==> src/rtl/mem_adapter_pkg.sv <==
// Shared types and constants for the cacheline <-> burst-memory adapter.
//  - adapter_state_t : FSM state encoding
//  - BEAT_W / BEATS  : burst beat width and beats per line; LINE_W is their product
//  - OFFSET_W        : byte-offset bits dropped when aligning a line address
//  - get_beat / merge_beat : slice and insert one beat in a line
package mem_adapter_pkg;

  localparam int BEAT_W   = 64;
  localparam int BEATS    = 4;
  localparam int LINE_W   = BEAT_W * BEATS;
  localparam int OFFSET_W = 5;
  localparam int BEAT_IW  = $clog2(BEATS);

  typedef enum logic [2:0] {
    ST_IDLE     = 3'd0,
    ST_WR_BURST = 3'd1,
    ST_RD_REQ   = 3'd2,
    ST_RD_WAIT  = 3'd3,
    ST_RD_BURST = 3'd4,
    ST_RESP     = 3'd5
  } adapter_state_t;

  // Beat idx of a line; beat 0 occupies the least significant bits.
  function automatic logic [BEAT_W-1:0] get_beat(input logic [LINE_W-1:0] line,
                                                  input logic [BEAT_IW-1:0] idx);
    return line[idx*BEAT_W +: BEAT_W];
  endfunction

  // Copy of line with beat idx replaced by data.
  function automatic logic [LINE_W-1:0] merge_beat(input logic [LINE_W-1:0] line,
                                                    input logic [BEAT_IW-1:0] idx,
                                                    input logic [BEAT_W-1:0] data);
    logic [LINE_W-1:0] res;
    res = line;
    res[idx*BEAT_W +: BEAT_W] = data;
    return res;
  endfunction

endpackage

==> src/rtl/cacheline_mem_adapter.sv <==
// Initiator side of the banked burst-memory interface. One 256-bit line request
// from the cache side (dfp_*) becomes a 4-beat burst on bmem_*; returning read
// beats tagged with the request address are reassembled into a line.
// Ports:
//  clk, rst_n          clock, synchronous active-low reset
//  dfp_addr/read/write/wdata  line request (held until dfp_resp)
//  dfp_rdata, dfp_resp read line and one-cycle completion pulse
//  bmem_addr/read/write/wdata command and write-beat outputs
//  bmem_ready          memory accepts command/beat at this posedge
//  bmem_raddr/rdata/rvalid    returning read beats
//  error               sticky protocol/timeout flag, cleared only by reset
// All outputs are registered. Beat width and beat count come from mem_adapter_pkg.
module cacheline_mem_adapter
  import mem_adapter_pkg::*;
#(
  parameter int ADDR_W      = 32,
  parameter int TIMEOUT_CYC = 4096
) (
  input  logic              clk,
  input  logic              rst_n,
  input  logic [ADDR_W-1:0] dfp_addr,
  input  logic              dfp_read,
  input  logic              dfp_write,
  input  logic [LINE_W-1:0] dfp_wdata,
  output logic [LINE_W-1:0] dfp_rdata,
  output logic              dfp_resp,
  output logic [ADDR_W-1:0] bmem_addr,
  output logic              bmem_read,
  output logic              bmem_write,
  output logic [BEAT_W-1:0] bmem_wdata,
  input  logic              bmem_ready,
  input  logic [ADDR_W-1:0] bmem_raddr,
  input  logic [BEAT_W-1:0] bmem_rdata,
  input  logic              bmem_rvalid,
  output logic              error
);

  localparam int TIMER_W = $clog2(TIMEOUT_CYC + 1);

  adapter_state_t     state_q;
  logic [BEAT_IW-1:0] beat_q;
  logic [TIMER_W-1:0] timer_q;
  logic [ADDR_W-1:0]  addr_q;
  logic [LINE_W-1:0]  line_q;       // write line, or read line under assembly
  logic [LINE_W-1:0]  dfp_rdata_q;  // last completed read line
  logic               dfp_resp_q;
  logic               bmem_read_q;
  logic               bmem_write_q;
  logic [BEAT_W-1:0]  bmem_wdata_q;
  logic               error_q;

  logic [ADDR_W-1:0]  line_addr_s;
  logic [BEAT_IW-1:0] beat_nxt_s;
  logic               last_beat_s;
  logic               raddr_hit_s;
  logic               timeout_s;
  logic               addr_offset_unused_s;

  assign line_addr_s          = {dfp_addr[ADDR_W-1:OFFSET_W], {OFFSET_W{1'b0}}};
  assign addr_offset_unused_s = ^dfp_addr[OFFSET_W-1:0];
  assign beat_nxt_s           = beat_q + 1'b1;
  assign last_beat_s          = (beat_q == BEAT_IW'(BEATS - 1));
  assign raddr_hit_s          = (bmem_raddr == addr_q);
  assign timeout_s            = (timer_q == TIMER_W'(TIMEOUT_CYC));

  // Transaction FSM with beat counter, timeout counter and line assembly.
  always_ff @(posedge clk) begin
    if (!rst_n) begin
      state_q      <= ST_IDLE;
      beat_q       <= '0;
      timer_q      <= '0;
      addr_q       <= '0;
      line_q       <= '0;
      dfp_rdata_q  <= '0;
      dfp_resp_q   <= 1'b0;
      bmem_read_q  <= 1'b0;
      bmem_write_q <= 1'b0;
      bmem_wdata_q <= '0;
      error_q      <= 1'b0;
    end else begin
      // A read beat is only expected while waiting for or receiving a burst.
      if (bmem_rvalid && (state_q != ST_RD_WAIT) && (state_q != ST_RD_BURST)) begin
        error_q <= 1'b1;
      end

      case (state_q)
        ST_IDLE: begin
          beat_q  <= '0;
          timer_q <= '0;
          if (dfp_read) begin
            // Read wins a simultaneous read/write; the conflict is flagged.
            if (dfp_write) begin
              error_q <= 1'b1;
            end
            addr_q      <= line_addr_s;
            bmem_read_q <= 1'b1;
            state_q     <= ST_RD_REQ;
          end else if (dfp_write) begin
            addr_q       <= line_addr_s;
            line_q       <= dfp_wdata;
            bmem_write_q <= 1'b1;
            bmem_wdata_q <= get_beat(dfp_wdata, '0);
            state_q      <= ST_WR_BURST;
          end
        end

        ST_WR_BURST: begin
          if (bmem_ready) begin
            if (last_beat_s) begin
              bmem_write_q <= 1'b0;
              dfp_resp_q   <= 1'b1;
              state_q      <= ST_RESP;
            end else begin
              beat_q       <= beat_nxt_s;
              bmem_wdata_q <= get_beat(line_q, beat_nxt_s);
            end
          end
        end

        ST_RD_REQ: begin
          if (bmem_ready) begin
            bmem_read_q <= 1'b0;
            timer_q     <= '0;
            state_q     <= ST_RD_WAIT;
          end
        end

        ST_RD_WAIT: begin
          // Timer saturates; the error stays raised while still waiting.
          if (timeout_s) begin
            error_q <= 1'b1;
          end else begin
            timer_q <= timer_q + 1'b1;
          end
          if (bmem_rvalid) begin
            if (raddr_hit_s) begin
              line_q  <= merge_beat(line_q, '0, bmem_rdata);
              beat_q  <= BEAT_IW'(1);
              state_q <= ST_RD_BURST;
            end else begin
              error_q <= 1'b1;  // stray burst, beat dropped
            end
          end
        end

        ST_RD_BURST: begin
          if (bmem_rvalid) begin
            line_q <= merge_beat(line_q, beat_q, bmem_rdata);
            if (last_beat_s) begin
              // Publish the whole line only once it is complete.
              dfp_rdata_q <= merge_beat(line_q, beat_q, bmem_rdata);
              dfp_resp_q  <= 1'b1;
              state_q     <= ST_RESP;
            end else begin
              beat_q <= beat_nxt_s;
            end
          end else begin
            error_q <= 1'b1;  // gap inside a burst; beat position kept
          end
        end

        ST_RESP: begin
          dfp_resp_q <= 1'b0;
          beat_q     <= '0;
          state_q    <= ST_IDLE;
        end

        default: begin
          state_q <= ST_IDLE;
        end
      endcase
    end
  end

  assign dfp_rdata  = dfp_rdata_q;
  assign dfp_resp   = dfp_resp_q;
  assign bmem_addr  = addr_q;
  assign bmem_read  = bmem_read_q;
  assign bmem_write = bmem_write_q;
  assign bmem_wdata = bmem_wdata_q;
  assign error      = error_q;

endmodule
==> config.mk <==
export PLATFORM = sky130hd
export DESIGN_NAME = cacheline_mem_adapter
export DESIGN_NICKNAME = d
export VERILOG_FILES = /design/src/rtl/mem_adapter_pkg.sv /design/src/rtl/cacheline_mem_adapter.sv
export SDC_FILE = /design/constraint.sdc
export NUM_CORES = 2
export LEC_CHECK = 0
export BUFFER_PORTS_ARGS = -buffer_cell sky130_fd_sc_hd__buf_4
export CAP_MARGIN = 0
export CORE_AREA = 2 2 360 255
export DETAILED_ROUTE_END_ITERATION = 8
export DIE_AREA = 0 0 362 257
export GPL_TIMING_DRIVEN = 0
export SYNTH_ARGS = -nofsm -noshare
export SYNTH_HDL_FRONTEND = slang
export SYNTH_SLANG_ARGS = --single-unit
==> constraint.sdc <==
create_clock -name clk -period 2.5 [get_ports clk]
set_input_delay 0.5 -clock clk [delete_from_list [all_inputs] [get_ports clk]]
set_output_delay 0.5 -clock clk [all_outputs]
set_load 0.05 [all_outputs]
== Yosys cells after proc, flatten, opt, wreduce, memory -nomap -nowiden ==
Cells that the tools add are included.

* Output and inout bits: 356
* Input port bits: 390
* Logic and storage cells: 116
* Flip-flop bits (word level): 630

* Mux-type cells: 52
* Reduce and logical (&&, ||, !) cells: 23
* Equal/unequal tests: 22
* Bitwise gates (word level): 1
* $add $sub $neg: 3
* Shift-type cells: 3

{| class="wikitable"
|+ Operators by type and width
! kind !! number
|-
| $mux W256 || 3
|-
| $pmux W256 S3 || 1
|-
| $mux W64 || 6
|-
| $bwmux W256 || 1
|-
| $shift A64 B34 Y256 const A || 1
|-
| $shiftx A256 B9 Y64 || 1
|-
| $shiftx A64 B34 Y256 || 1
|-
| $pmux W64 S2 || 1
|-
| $mux W32 || 2
|-
| $pmux W13 S3 || 1
|-
| $neg A8 Y34 || 1
|-
| $eq A32 B32 Y1 || 1
|-
| $mux W13 || 2
|-
| $mux W3 || 8
|-
| $ne A2 B2 Y1 const B || 11
|-
| $reduce_and A5 Y1 || 4
|-
| $mux W1 || 16
|-
| $pmux W3 S5 || 1
|-
| $add A13 B1 Y13 const B || 1
|-
| $eq A13 B13 Y1 const B || 1
|-
| $reduce_and A3 Y1 || 4
|-
| $reduce_and A6 Y1 || 2
|-
| $mux W2 || 5
|-
| $reduce_bool A3 Y1 || 3
|-
| 17 further kinds || 26
|}

== Depth between registers and ports, before layout ==
* Word-level depth: 8
* Gate-level depth with buffers: 10
* Mapped depth without buffers: 7

== Worst setup path after synthesis ==
Ideal clock, no wire load.

* Path type: reg-to-reg
* From: register beat_q[0]
* To: register line_q[62]
* Cell stages (with the launch flop): 11
* Data arrival time: 2.355 ns
* Path slack: 0.066 ns
* Data required time: 2.421 ns
* Library setup time: 0.079 ns
* Clock period less this slack: 2.434 ns
* Path buffers: 3
* Path through: dfxtp_1 > clkbuf_1 > inv_1 > ha_1 > nor4bb_1 > clkbuf_1 > buf_1 > a21oi_1 > o211ai_1 > nand4_1 > o211ai_1

* Word-level cells in the longest chain between the ends: 5
* Elaborated cells on any way between the ends: 6
* Those cells by class: add/sub (1); shift (2); mux (3)

{| class="wikitable"
|+ RTL lines
! element !! RTL line !! text
|-
| from (decl) || cacheline_mem_adapter.sv:41 || <nowiki>logic [BEAT_IW-1:0] beat_q;</nowiki>
|-
| from (signal assigned) || cacheline_mem_adapter.sv:114 || <nowiki>beat_q <= beat_nxt_s;</nowiki>
|-
| from (signal assigned) || cacheline_mem_adapter.sv:155 || <nowiki>beat_q <= beat_nxt_s;</nowiki>
|-
| $neg A8 Y34 (*) || mem_adapter_pkg.sv:35 || <nowiki>res[idx*BEAT_W +: BEAT_W] = data;</nowiki>
|-
| $shiftx A64 B34 Y256 or $shift A64 B34 Y256 (tied branches) || mem_adapter_pkg.sv:35 ||
|-
| $bwmux W256 (*) || mem_adapter_pkg.sv:35 ||
|-
| $mux W256 (*) || cacheline_mem_adapter.sv:147 || <nowiki>if (bmem_rvalid) begin</nowiki>
|-
| $pmux W256 S3 (*) || cacheline_mem_adapter.sv:86 || <nowiki>case (state_q)</nowiki>
|-
| to (signal assigned) || cacheline_mem_adapter.sv:100 || <nowiki>line_q <= dfp_wdata;</nowiki>
|-
| to (signal assigned) || cacheline_mem_adapter.sv:137 || <nowiki>line_q <= merge_beat(line_q, '0, bmem_rdata);</nowiki>
|-
| to (signal assigned) || cacheline_mem_adapter.sv:148 || <nowiki>line_q <= merge_beat(line_q, beat_q, bmem_rdata);</nowiki>
|-
| to (decl) || cacheline_mem_adapter.sv:44 || <nowiki>logic [LINE_W-1:0] line_q;</nowiki>
|}

Mark *: on every way between the ends. The rest lies on a longest branch, timed or not. The select of a mux whose other input is x is not followed.
A chain may end at the register's enable or synchronous reset.

==> qor.txt <==
================================================================================
Largest stage delay, worst path                                          0.89 ns
Max Freq                                                                 397 MHz
Final Hold Violating Endpoints                                                 0
Total power                                                             44400 uW
Max Clock Skew                                                         0.0184 ns
Floorplan die width                                                       362 um
Critical-path cell list                                             buf_4 > clkdlybuf4s15_1 > buf_2 > buf_1 > nand3_1 > o211ai_1
Hold-critical path endpoint                                         bmem_addr[23]
Yosys reg bits                                                               625
Via count of the first global-routing pass                                 32000
Fraction of layout cells with a size suffix above 1                        26.3%
Post-Syn Area per Cell                                                  8.31 um2
Root buffer cell                                                       clkbuf_16
Crit-path slowest cell                                              clkdlybuf4s15_1
Total wire length                                                      167000 um
TritonCTS clock tree                                                         yes
Maximum fanout along the worst path                                           10
Cell taking the most area after synthesis                                dfxtp_1
Status                                                              complete, but fails checks
Pleak                                                                  0.0154 uW
Shortest period the worst path allows                                    2.52 ns
Max Cap Viol                                                                   1
HPWL reported at the end of detailed placement                         127000 um
Critical path arrival                                                    3.06 ns
Peak supply drop                                                        0.749 mV
Vias per std cell                                                           5.94
Async set-or-reset flop fraction in the synthesized netlist                   0%
Final net count                                                             4964
Number of cells produced by synthesis                                       3747
Worst min-delay path class                                             in -> reg
Routed WL per cell                                                       28.7 um
Total clock sinks                                                            625
Clock tree buffer depth                                                        3
Violations in the final reports                                     max-capacitance violations, max-slew violations, negative setup slack
Hold Path Depth                                                                3
Yosys Warn Count                                                               0
Post-detailed-route DRC marker count                                           0
Netlist area before placement                                          31200 um2
Met1 layer usage reported by global route                                  46.8%
Most frequent cell after synthesis                                        nor2_1
Reg-to-Reg End                                                      bmem_wdata[40]
Critical Path Sink Type                                                     flop
Total congestion overflow                                                      0
Cell types occupying the most area after synthesis                  dfxtp_1 (40%), a211oi_1 (12%), nor2_1 (7.9%), a21oi_1 (6.8%), nor2b_1 (5.2%)
Clock latency reported for the late side of the worst-skew pair          0.63 ns
Max Slew Vio Count                                                            11
Worst Setup Slack, final                                              -0.0167 ns
Area share of the largest cell type after synthesis                        40.2%
Largest net degree at the start of global routing                             14
Number of input and output port buffers inserted                             733
Number of detailed-routing iterations run before antenna repair                6
Cts bufs inserted                                                             69
Area of the die                                                        93000 um2
First-pass GRT wire length                                             234000 um
Most numerous cell types in the synthesized netlist                 nor2_1 (657), dfxtp_1 (625), a211oi_1 (512)
Chip Height                                                               257 um
Crit Path Category                                                     in -> reg
Met3 global-route usage                                                    10.3%
Layout overhead on the synthesized area                                    32.5%
Worst reg2reg startpoint                                               beat_q[0]
Startpoint Class                                                       input pin
Clk pin slew, worst setup/hold paths                                     0.07 ns
HP Start                                                            dfp_addr[23]
Io pins                                                                      746
Total setup violations reported at the end of the flow                         2
Sequential fraction of the synthesis area                                  40.2%
H-tree depth                                                                   3
Setup repair after global routing missed its margin                         true
Effective utilization at floorplan                                         34.8%
Detailed router's first-iteration violation count                           4780
Total global-route track usage                                             34.2%
R2R Setup Slk                                                            0.01 ns
Last weighted congestion value of the routability-driven placer            0.941
FILL cells                                                                  8996
Final period utilization                                                    101%
Slew HR                                                                   -5.05%
EDFF count, synth                                                              0
Number of nets with antenna violations after routing                           0
Netlist cell types                                                            59
Critical Path RT                                                         3.04 ns
Number of standard cells in the final layout excluding fillers              5802
Number of rows created at floorplan                                           92
Main synth FF type                                                       dfxtp_1
Core area                                                              89400 um2
Power density over the cells                                         1070 nW/um2
Vias                                                                       34400
Worst Reg2Reg Path Length in Cells                                             8
Placed cell count                                                           5661
Least-Margin Pin Slew                                                    1.58 ns
Number of antenna violations at the first check in global routing             22
Busiest layer in global routing                                             met2
Met2 usage                                                                 50.8%
================================================================================
-- metal layers --
metal / wire length (um) / vias up
met1: 69200 / 16700
met4: 6110 / 10
li1: - / 15400
met3: 20100 / 302
met5: 69 / -
met2: 71300 / 2122
-- where the power goes --
| part | switching [uW] | total (uW) | internal (uW) |
|---|---|---|---|
| clock | 4650 | 10800 | 6170 |
| combinational | 13200 | 20300 | 7120 |
| sequential | 1540 | 13200 | 11600 |
-- worst max-delay path: cells and delay by family --
| family | cells | cell delay [ns] |
|---|---|---|
| buffers and inverters | 4 | 2.17 |
| AOI/OAI and AO/OA | 1 | 0.21 |
| and+or+nand+nor | 1 | 0.15 |
-- how the worst max path moves through the flow --
stage                        startpoint             end  slack (ns)  cells after the start
after floorplan               beat_q[0]      line_q[62]        0.07                     10
after global placement       state_q[0]  dfp_rdata[141]       -1.58                      6
after detailed placement     state_q[0]  dfp_rdata[200]       -1.34                      6
after CTS                 bmem_addr[12]      line_q[22]       0.002                      7
after global routing         state_q[0]  bmem_wdata[19]       -0.04                      7
final                             rst_n      line_q[59]       -0.02                      6
-- timing repair --
action	CTS	global route
gates cloned	0	1
pin swaps	4	10
hold buffers	0	0
gates resized for setup	187	154
setup endpoints to repair	583	441
buffers inserted	8	4
-- per-stage QoR --
step | hold WS [ns] | cell area, um2 | setup TNS [ns] | util, % | worst slack, ns
6_report | 0.115 | 41300 | -0.0324 | 46.2 | -0.0167
3_3_place_gp | 0.473 | 38100 | -649.86 | 42.6 | -1.58
5_1_grt | 0.110 | 41300 | -0.297 | 46.2 | -0.0394
4_1_cts | 0.0917 | 41000 | 0 | 45.8 | 0.00173
2_1_floorplan | 0.452 | 31200 | 0 | - | 0.0657
3_5_place_dp | 0.483 | 38200 | -530.30 | 42.7 | -1.34
-- cell usage in the layout, fill, tap and decap left out, drive strengths merged, types with 8 or more instances in the layout --
master	synthesis	routed
a21oi	427	427
clkbuf	254	356
nand4	75	75
a32oi	65	65
buf	150	891
mux4	64	64
ha	8	8
clkinv	0	10
xnor2	14	14
a211oi	514	514
inv	12	18
nand2	134	134
a2bb2oi	65	65
o211ai	130	130
xor2	19	19
o21ai	16	16
nand3	136	136
dfxtp	625	625
diode	0	9
nor2	657	657
mux2i	64	64
nor2b	260	260
-- flip-flops by register name, indices dropped and copies added, names as in the netlist, 2 cells and up --
signal      count
beat_q          2
bmem_addr      27
bmem_wdata     64
dfp_rdata     256
line_q        256
state_q         3
timer_q        13
-- layout make-up --
type	instances	area (um2)	area share, %
Inverter	12	47.5	0.115
Sequential cell	625	12500	30.3
Buffer	400	2250	5.45
Timing Repair Buffer	748	5660	13.7
Clock inverter	23	268	0.649
Tap cell	1175	1470	3.56
Antenna cell	9	22.5	0.0545
Multi-Input combinational cell	2710	17000	41.2
Clock buffer	100	2030	4.91
-- cells by family (layout without fill, tap and decap cells) --
family / Yosys count / count (layout) / share of synthesized area (%)
AOI/OAI and AO/OA: 1233 / 1233 / 26.8
xor gates and xnor gates: 33 / 33 / 0.928
adders and majority gates: 8 / 8 / 0.321
buffers and inverters: 416 / 1283 / 5.67
DFF: 625 / 625 / 40.2
muxes: 128 / 128 / 6.68
other: 1 / 14 / 0.0120
and+or+nand+nor: 1303 / 1303 / 19.4
No activity file was read; power rests on OpenSTA's default activity.
